`config.mk`:
```
export PLATFORM = sky130hd
export DESIGN_NAME = cnn_pool2x2_stream
export DESIGN_NICKNAME = d
export VERILOG_FILES = /design/src/rtl/cnn_pool2x2_stream.sv
export SDC_FILE = /design/constraint.sdc
export NUM_CORES = 1
export LEC_CHECK = 0
export ABC_AREA = 1
export CAP_MARGIN = 20
export CORE_AREA = 2 2 275 277
export DETAILED_ROUTE_END_ITERATION = 10
export DIE_AREA = 0 0 277 279
export GPL_TIMING_DRIVEN = 0
export SYNTH_ARGS = -nofsm -noshare
export SYNTH_HDL_FRONTEND = slang
export SYNTH_SLANG_ARGS = --single-unit
```
`constraint.sdc`:
```
create_clock -name clk_i -period 7.7 [get_ports clk_i]
set_clock_uncertainty 0.05 [all_clocks]
set_input_delay 0.77 -clock clk_i [delete_from_list [all_inputs] [get_ports clk_i]]
set_output_delay 0.77 -clock clk_i [all_outputs]
set_load 0.005 [all_outputs]
```
`src/rtl/cnn_pool2x2_stream.sv`:
```
// 2x2/stride-2 pooling engine: sweeps an OUT_H x OUT_W map, one read per cycle, saves 2 cycles later.
// Optional build macro POOL_AVG_EN adds pool_mode_i (0 = max, 1 = floor average); default is max only.
//
// state  | meaning
// IDLE   | waiting for start_i
// RUN    | one quadrant read issued per cycle
// DRAIN0 | pipeline flush, second-to-last save
// DRAIN1 | pipeline flush, last save with done_o
module cnn_pool2x2_stream #(
  parameter int DATA_W = 16,
  parameter int CH     = 8,
  parameter int OUT_W  = 16,
  parameter int OUT_H  = 16,
  parameter int ADDR_W = 16
) (
  input  logic                 clk_i,
  input  logic                 rst_i,
  input  logic                 start_i,
`ifdef POOL_AVG_EN
  input  logic                 pool_mode_i,
`endif
  input  logic [CH*DATA_W-1:0] in_ee_i,
  input  logic [CH*DATA_W-1:0] in_eo_i,
  input  logic [CH*DATA_W-1:0] in_oe_i,
  input  logic [CH*DATA_W-1:0] in_oo_i,
  output logic                 read_pixel_signal_o,
  output logic [ADDR_W-1:0]    read_row_addr_o,
  output logic [ADDR_W-1:0]    read_col_addr_o,
  output logic                 save_enable_o,
  output logic [ADDR_W-1:0]    output_row_o,
  output logic [ADDR_W-1:0]    output_col_o,
  output logic [CH*DATA_W-1:0] output_data_o,
  output logic                 first_save_o,
  output logic                 done_o,
  output logic                 busy_o
);

  localparam int WORD_W = CH * DATA_W;
  localparam logic [ADDR_W-1:0] LAST_COL = ADDR_W'(OUT_W - 1);
  localparam logic [ADDR_W-1:0] LAST_ROW = ADDR_W'(OUT_H - 1);

  typedef enum logic [1:0] {IDLE, RUN, DRAIN0, DRAIN1} state_t;

  state_t              state_q;
  logic [ADDR_W-1:0]   row_q, col_q;
  logic                rd_vld_q;
  logic [ADDR_W-1:0]   rd_row_q, rd_col_q;
  logic                save_q, first_q, done_q;
  logic [ADDR_W-1:0]   out_row_q, out_col_q;
  logic [WORD_W-1:0]   data_q;
  logic [WORD_W-1:0]   pool_d;
`ifdef POOL_AVG_EN
  logic                mode_q;
`endif

  function automatic logic [DATA_W-1:0] max4(input logic signed [DATA_W-1:0] a,
                                             input logic signed [DATA_W-1:0] b,
                                             input logic signed [DATA_W-1:0] c,
                                             input logic signed [DATA_W-1:0] d);
    logic signed [DATA_W-1:0] m;
    m = a;
    if (b > m) m = b;
    if (c > m) m = c;
    if (d > m) m = d;
    return m;
  endfunction

`ifdef POOL_AVG_EN
  // Two guard bits hold the 4-term sum; the floored quotient always fits back in DATA_W.
  function automatic logic [DATA_W-1:0] avg4(input logic [DATA_W-1:0] a,
                                             input logic [DATA_W-1:0] b,
                                             input logic [DATA_W-1:0] c,
                                             input logic [DATA_W-1:0] d);
    logic signed [DATA_W+1:0] s;
    logic signed [DATA_W+1:0] q;
    s = $signed({{2{a[DATA_W-1]}}, a}) + $signed({{2{b[DATA_W-1]}}, b})
      + $signed({{2{c[DATA_W-1]}}, c}) + $signed({{2{d[DATA_W-1]}}, d});
    q = s >>> 2;
    return q[DATA_W-1:0];
  endfunction
`endif

  always_comb begin
    pool_d = '0;
    for (int k = 0; k < CH; k++) begin
`ifdef POOL_AVG_EN
      if (mode_q)
        pool_d[k*DATA_W +: DATA_W] = avg4(in_ee_i[k*DATA_W +: DATA_W], in_eo_i[k*DATA_W +: DATA_W],
                                          in_oe_i[k*DATA_W +: DATA_W], in_oo_i[k*DATA_W +: DATA_W]);
      else
        pool_d[k*DATA_W +: DATA_W] = max4(in_ee_i[k*DATA_W +: DATA_W], in_eo_i[k*DATA_W +: DATA_W],
                                          in_oe_i[k*DATA_W +: DATA_W], in_oo_i[k*DATA_W +: DATA_W]);
`else
      pool_d[k*DATA_W +: DATA_W] = max4(in_ee_i[k*DATA_W +: DATA_W], in_eo_i[k*DATA_W +: DATA_W],
                                        in_oe_i[k*DATA_W +: DATA_W], in_oo_i[k*DATA_W +: DATA_W]);
`endif
    end
  end

  always_ff @(posedge clk_i or posedge rst_i) begin
    if (rst_i) begin
      state_q   <= IDLE;
      row_q     <= '0;
      col_q     <= '0;
      rd_vld_q  <= 1'b0;
      rd_row_q  <= '0;
      rd_col_q  <= '0;
      save_q    <= 1'b0;
      first_q   <= 1'b0;
      done_q    <= 1'b0;
      out_row_q <= '0;
      out_col_q <= '0;
      data_q    <= '0;
`ifdef POOL_AVG_EN
      mode_q    <= 1'b0;
`endif
    end else begin
      // Stage 1 tracks the read in flight; stage 2 captures the returned quadrants.
      rd_vld_q <= (state_q == RUN);
      rd_row_q <= row_q;
      rd_col_q <= col_q;
      save_q   <= rd_vld_q;
      first_q  <= rd_vld_q && (rd_row_q == '0) && (rd_col_q == '0);
      done_q   <= rd_vld_q && (rd_row_q == LAST_ROW) && (rd_col_q == LAST_COL);
      if (rd_vld_q) begin
        data_q    <= pool_d;
        out_row_q <= rd_row_q;
        out_col_q <= rd_col_q;
      end

      case (state_q)
        IDLE: begin
          if (start_i) begin
            state_q <= RUN;
            row_q   <= '0;
            col_q   <= '0;
`ifdef POOL_AVG_EN
            mode_q  <= pool_mode_i;
`endif
          end
        end
        RUN: begin
          if (col_q == LAST_COL) begin
            col_q <= '0;
            if (row_q == LAST_ROW) begin
              row_q   <= '0;
              state_q <= DRAIN0;
            end else begin
              row_q <= row_q + ADDR_W'(1);
            end
          end else begin
            col_q <= col_q + ADDR_W'(1);
          end
        end
        DRAIN0:  state_q <= DRAIN1;
        DRAIN1:  state_q <= IDLE;
        default: state_q <= IDLE;
      endcase
    end
  end

  assign read_pixel_signal_o = (state_q == RUN);
  assign read_row_addr_o     = row_q;
  assign read_col_addr_o     = col_q;
  assign save_enable_o       = save_q;
  assign output_row_o        = out_row_q;
  assign output_col_o        = out_col_q;
  assign output_data_o       = data_q;
  assign first_save_o        = first_q;
  assign done_o              = done_q;
  assign busy_o              = (state_q != IDLE);

endmodule
```
-- After elaboration in Yosys (flattened, before gate mapping)
Index checks and enable logic that the tools add are counted.
- register bits after elaboration: 230
- bits of input ports: 515
- word-level logic and storage cells: 94
- add/sub/neg operators: 2
- $lt $le $gt $ge: 24
- equality and inequality tests: 10
- mux-type cells: 34
- reductions and logical operators: 12
- operator list (cell ; number):
    16-bit 2-to-1 mux ; 28
    16-bit greater-than comparator ; 24
    16-bit by 4-bit == test with 1-bit output (second input constant) ; 4
    16-bit one-hot mux with 2 select lines ; 2
    16-bit by 1-bit adder with 16-bit output (second input constant) ; 2
    16-bit logical NOT ; 2
    2-bit one-hot mux with 4 select lines ; 1
    2-bit 2-to-1 mux ; 3
    3-bit AND reduction ; 2
    2-bit == test (second input constant) ; 2
    1-bit logical AND ; 4
    2-bit by 1-bit != test with 1-bit output (second input constant) ; 2
    2-bit nonzero test ; 2
    2-bit by 1-bit == test with 1-bit output (second input constant) ; 1
    2-bit logical NOT ; 1
    2-bit != test (second input constant) ; 1
    2-bit AND reduction ; 1

-- Depth between registers and ports, before layout
- depth after elaboration: 6
- depth in mapped cells: 46

-- Worst setup path after synthesis
Ideal clock, no wire load.
- path type: input-to-reg
- start: input port in_ee_i[127]
- end: register data_q[112] (netlist: output_data_o[112])
- arrival time: 6.364 ns
- data required time: 7.534 ns
- slack: 1.170 ns
- cell stages on the path: 41
- cell sequence: inv_1 > ha_1 > nand2_1 > nor2_2 > nand4_2 > nor3_2 > nand2_1 > nand4_1 > nand2_2 > nand2_2 > clkbuf_1 > clkbuf_1 > nand2_1 > o21ai_0 > inv_1 > ha_1 > a21oi_1 > nor2_1 > (+5 left out) > nand2_4 > buf_2 > nand4_1 > and2_1 > ha_1 > nand2_1 > inv_1 > a221oi_1 > nor2_1 > o21bai_1 > a31oi_1 > nor3b_1 > o21ai_0 > o211ai_1 > clkbuf_1 > nand3_1 > nand2_1 > nand2_1
- longest elaborated chain between the ends: 6
- ends and longest elaborated chain (item ; RTL line ; text):
    start: declaration ; 22 ; input logic [CH*DATA_W-1:0] in_ee_i,
    16-bit greater-than comparator ; 62 ; if (b > m) m = b;
    16-bit 2-to-1 mux * ; 62 ;
    16-bit greater-than comparator ; 63 ; if (c > m) m = c;
    16-bit 2-to-1 mux * ; 63 ;
    16-bit greater-than comparator ; 64 ; if (d > m) m = d;
    16-bit 2-to-1 mux * ; 64 ;
    end signal: assignment ; 126 ; data_q <= pool_d;
    end: declaration ; 50 ; logic [WORD_W-1:0] data_q;
Mark *: on every way between the ends. The rest lies on a longest branch, timed or not.
A chain may end at the register's enable or synchronous reset.

-- Final worst setup path
- start: input port in_ee_i[95]
- end: register data_q[88] (netlist: output_data_o[88])
The elaborated chain is that of the path after synthesis.

==> impl_metrics.json <==
{
  "status": "completed",
  "hold_viol": 0,
  "synth_ff_type": "dfrtp_1",
  "netlist_instances": 3618,
  "first_global_vias": 25800,
  "rr_worst_depth": 14,
  "synth_top_area_share_pct": 23.7,
  "whs_ns": 0.323,
  "dpl.hpwl_um": 84200,
  "insertion_delay_ns": 0.59,
  "period_needed_ns": 7.23,
  "drtIter0Drc": 1350,
  "finalMaxSlewViolations": 0,
  "ff2ff_setup_slack_ns": 4.66,
  "place_inst": 5301,
  "synth_edf_count": 0,
  "critPathSlowestCell": "clkdlybuf4s50_1",
  "crit_path_max_incr_delay_ns": 0.46,
  "fill_cells": 7691,
  "rows": 100,
  "powerDensity_mw_per_mm2": 252,
  "synth-seq-area-share_pct": 23.7,
  "final_area_mm2": 0.0338,
  "ys_ff_latch": 230,
  "via_per_inst": 4.87,
  "final_layout_size_suffix_gt1_share_pct": 4.38,
  "overflow": 0,
  "die_area_mm2": 0.0773,
  "grt_max_degree": 94,
  "startpoint_type": "input pin",
  "crit_path_end": "output_data_o[88]$_DFFE_PP0P_",
  "drt-pass1-iter-count": 6,
  "place_ws_ns": -0.777,
  "cts_hold_buf": 0,
  "synth_common_cells": "964 x nand2_1, 585 x inv_1, 374 x ha_1, 310 x o21ai_0, 230 x dfrtp_1",
  "via_count": 26100,
  "r2r_start": "read_col_addr_o[13]$_DFFE_PP0P_",
  "clockBufferDepth": 3,
  "cts_sinks": 230,
  "final-instance-count-excl-fill": 5364,
  "fin_ws_ns": 0.466,
  "grtUsageTotal_pct": 24.6,
  "cts_buffers": 30,
  "cts_tree": "done",
  "reg2reg_to": "read_row_addr_o[15]$_DFFE_PP0P_",
  "path_clk_slew_ns": 0.06,
  "ys_warn_count": 0,
  "cp_max_fo": 12,
  "ir_drop_mv": 0.177,
  "crit_type": "in -> reg",
  "hold_path_class": "reg -> reg",
  "async_reset_ff_share_pct": 100,
  "antenna_found_initial": 23,
  "p_leak_nw": 17.4,
  "crit_arrival_ns": 7.69,
  "wire_per_inst_um": 18.2,
  "tns_ns": 0,
  "max_slew_margin_pct": 33.1,
  "syn-num-nets": 4507,
  "drc": 0,
  "design.core.area_mm2": 0.0741,
  "cts-root-buf": "clkbuf_16",
  "post_dp_cell_area_mm2": 0.0327,
  "place.gp.congestion": 0.957,
  "drv_cap": 0,
  "setup_violations": 0,
  "yosysUniqueCellTypes": 51,
  "die_h_um": 279,
  "fin_crit_sh_pct": 93.9,
  "synth.top_cells.by_area": "dfrtp_1 24%, ha_1 19%, nand2_1 15%",
  "endpoint_kind": "register",
  "crit_path_frequent_cell": "nand2_1",
  "synth_largest_area_cell": "dfrtp_1",
  "avgSynthCellArea_um2": 6.72,
  "worstPathRequired_ns": 8.16,
  "finalNetCount": 5253,
  "initial_utilization_pct": 32.8,
  "ant_nets": 0,
  "worst_pin_slew_ns": 0.992,
  "die_w_um": 277,
  "cts_htree_levels": 1,
  "portBuffers": 711,
  "synthToLayoutAreaGrowth_pct": 39.2,
  "yosys.cell_count.top_type": "nand2_1",
  "io_pins": 712,
  "crit_start": "in_ee_i[95]",
  "grt_pass1_wl_um": 148000,
  "clock.fmax_ghz": 0.138,
  "mappedNetlistArea_mm2": 0.0243,
  "wirelength_um": 97400
}
## how the worst min path moves through the flow
stage                                   from                 endpoint  slack (ns)  cells past startpoint
after floorplan           rd_vld_q$_DFF_PP0_  save_enable_o$_DFF_PP0_        0.30                      0
after global placement    rd_vld_q$_DFF_PP0_  save_enable_o$_DFF_PP0_        0.31                      0
after detailed placement  rd_vld_q$_DFF_PP0_  save_enable_o$_DFF_PP0_        0.31                      0
after CTS                 rd_vld_q$_DFF_PP0_  save_enable_o$_DFF_PP0_        0.33                      0
after global routing      rd_vld_q$_DFF_PP0_  save_enable_o$_DFF_PP0_        0.35                      0
final                     rd_vld_q$_DFF_PP0_  save_enable_o$_DFF_PP0_        0.32                      0
## layout make-up
type	count	area, um^2	share of cell area (%)
diodes	10	25.0	0.0739
inverters	589	2220	6.55
multi-input cells	2683	15900	46.9
plain buffers	113	528	1.56
flip-flops and latches	230	5760	17.0
well taps	969	1210	3.58
repair buffers	717	7200	21.3
clock inverters	12	179	0.529
clock buffers	41	862	2.55
## layout by cell type (no fill, tap or decap), types with 7 or more instances in the layout
| cell | n |
|---|---|
| nor3b_1 | 13 |
| clkdlybuf4s50_1 | 711 |
| o21ai_1 | 10 |
| nor2_1 | 127 |
| nand2_2 | 35 |
| nand3b_1 | 11 |
| or2_2 | 11 |
| a21oi_1 | 147 |
| diode_2 | 10 |
| o21bai_1 | 15 |
| nor4_1 | 19 |
| o21a_1 | 7 |
| ha_1 | 374 |
| o21ai_0 | 305 |
| clkbuf_16 | 30 |
| buf_4 | 10 |
| inv_1 | 584 |
| nand4_1 | 166 |
| clkbuf_8 | 7 |
| a211oi_1 | 14 |
| nand3_1 | 213 |
| a31oi_1 | 12 |
| clkbuf_1 | 68 |
| dfrtp_1 | 230 |
| buf_2 | 16 |
| a221oi_1 | 11 |
| and2_1 | 121 |
| nand3_2 | 11 |
| clkbuf_2 | 19 |
| nor3_1 | 35 |
| nand2_1 | 964 |
## where the power goes
part           internal [mW]  switching, mW  leakage (nW)  total, mW
logic                   2.19           3.01          13.9       5.20
clock network          0.885          0.584         0.512       1.47
registers               1.61          0.243          2.97       1.86
## worst max-delay path, delay by kind of cell
family,cells,cell delay (ns)
xor+xnor,1,0.14
compound gates,7,1.23
buf+inv,7,1.47
simple gates,18,3.11
fa+ha+maj,3,0.96
## metrics by stage
| stage | total power [mW] | util (%) |
|---|---|---|
| 6_report | 8.52 | 45.7 |
| 3_5_place_dp | 7.08 | 44.2 |
| 4_1_cts | 8.61 | 45.6 |
| 3_3_place_gp | 7.03 | 44.1 |
| 2_1_floorplan | 4.76 | - |
| 5_1_grt | 9.36 | 45.7 |
## routing by layer
metal | track usage (%) | share of wire, %
met4 | 8.14 | 3.3
met5 | 0 | 0.15
met3 | 6.39 | 7.4
met2 | 44.8 | 49
met1 | 27.9 | 40
## registers in the layout, summed over array words and instances, names as in the netlist
signal           cells
done_o               1
first_save_o         1
output_col_o        16
output_data_o      128
output_row_o        16
rd_col_q            16
rd_row_q            16
rd_vld_q             1
read_col_addr_o     16
read_row_addr_o     16
save_enable_o        1
state_q              2
## cells by family (layout without fill, tap and decap cells)
logic type                 count (synthesis)  in the layout  synth area share [%]
and+or+nand+nor                         1760           1760                  33.6
buffers and inverters                    705           1472                  11.2
AOI/OAI and AO/OA                        546            546                  12.2
adders and majority gates                374            374                  19.2
DFF                                      230            230                  23.7
xor gates and xnor gates                   3              3                 0.108
other                                      0             10                     0
## what timing repair did
item                       in CTS  in global routing
setup endpoints to repair      16                108
gates resized for setup         3                 56
setup buffers                   0                  3
Power figures use the tool's default switching activity.
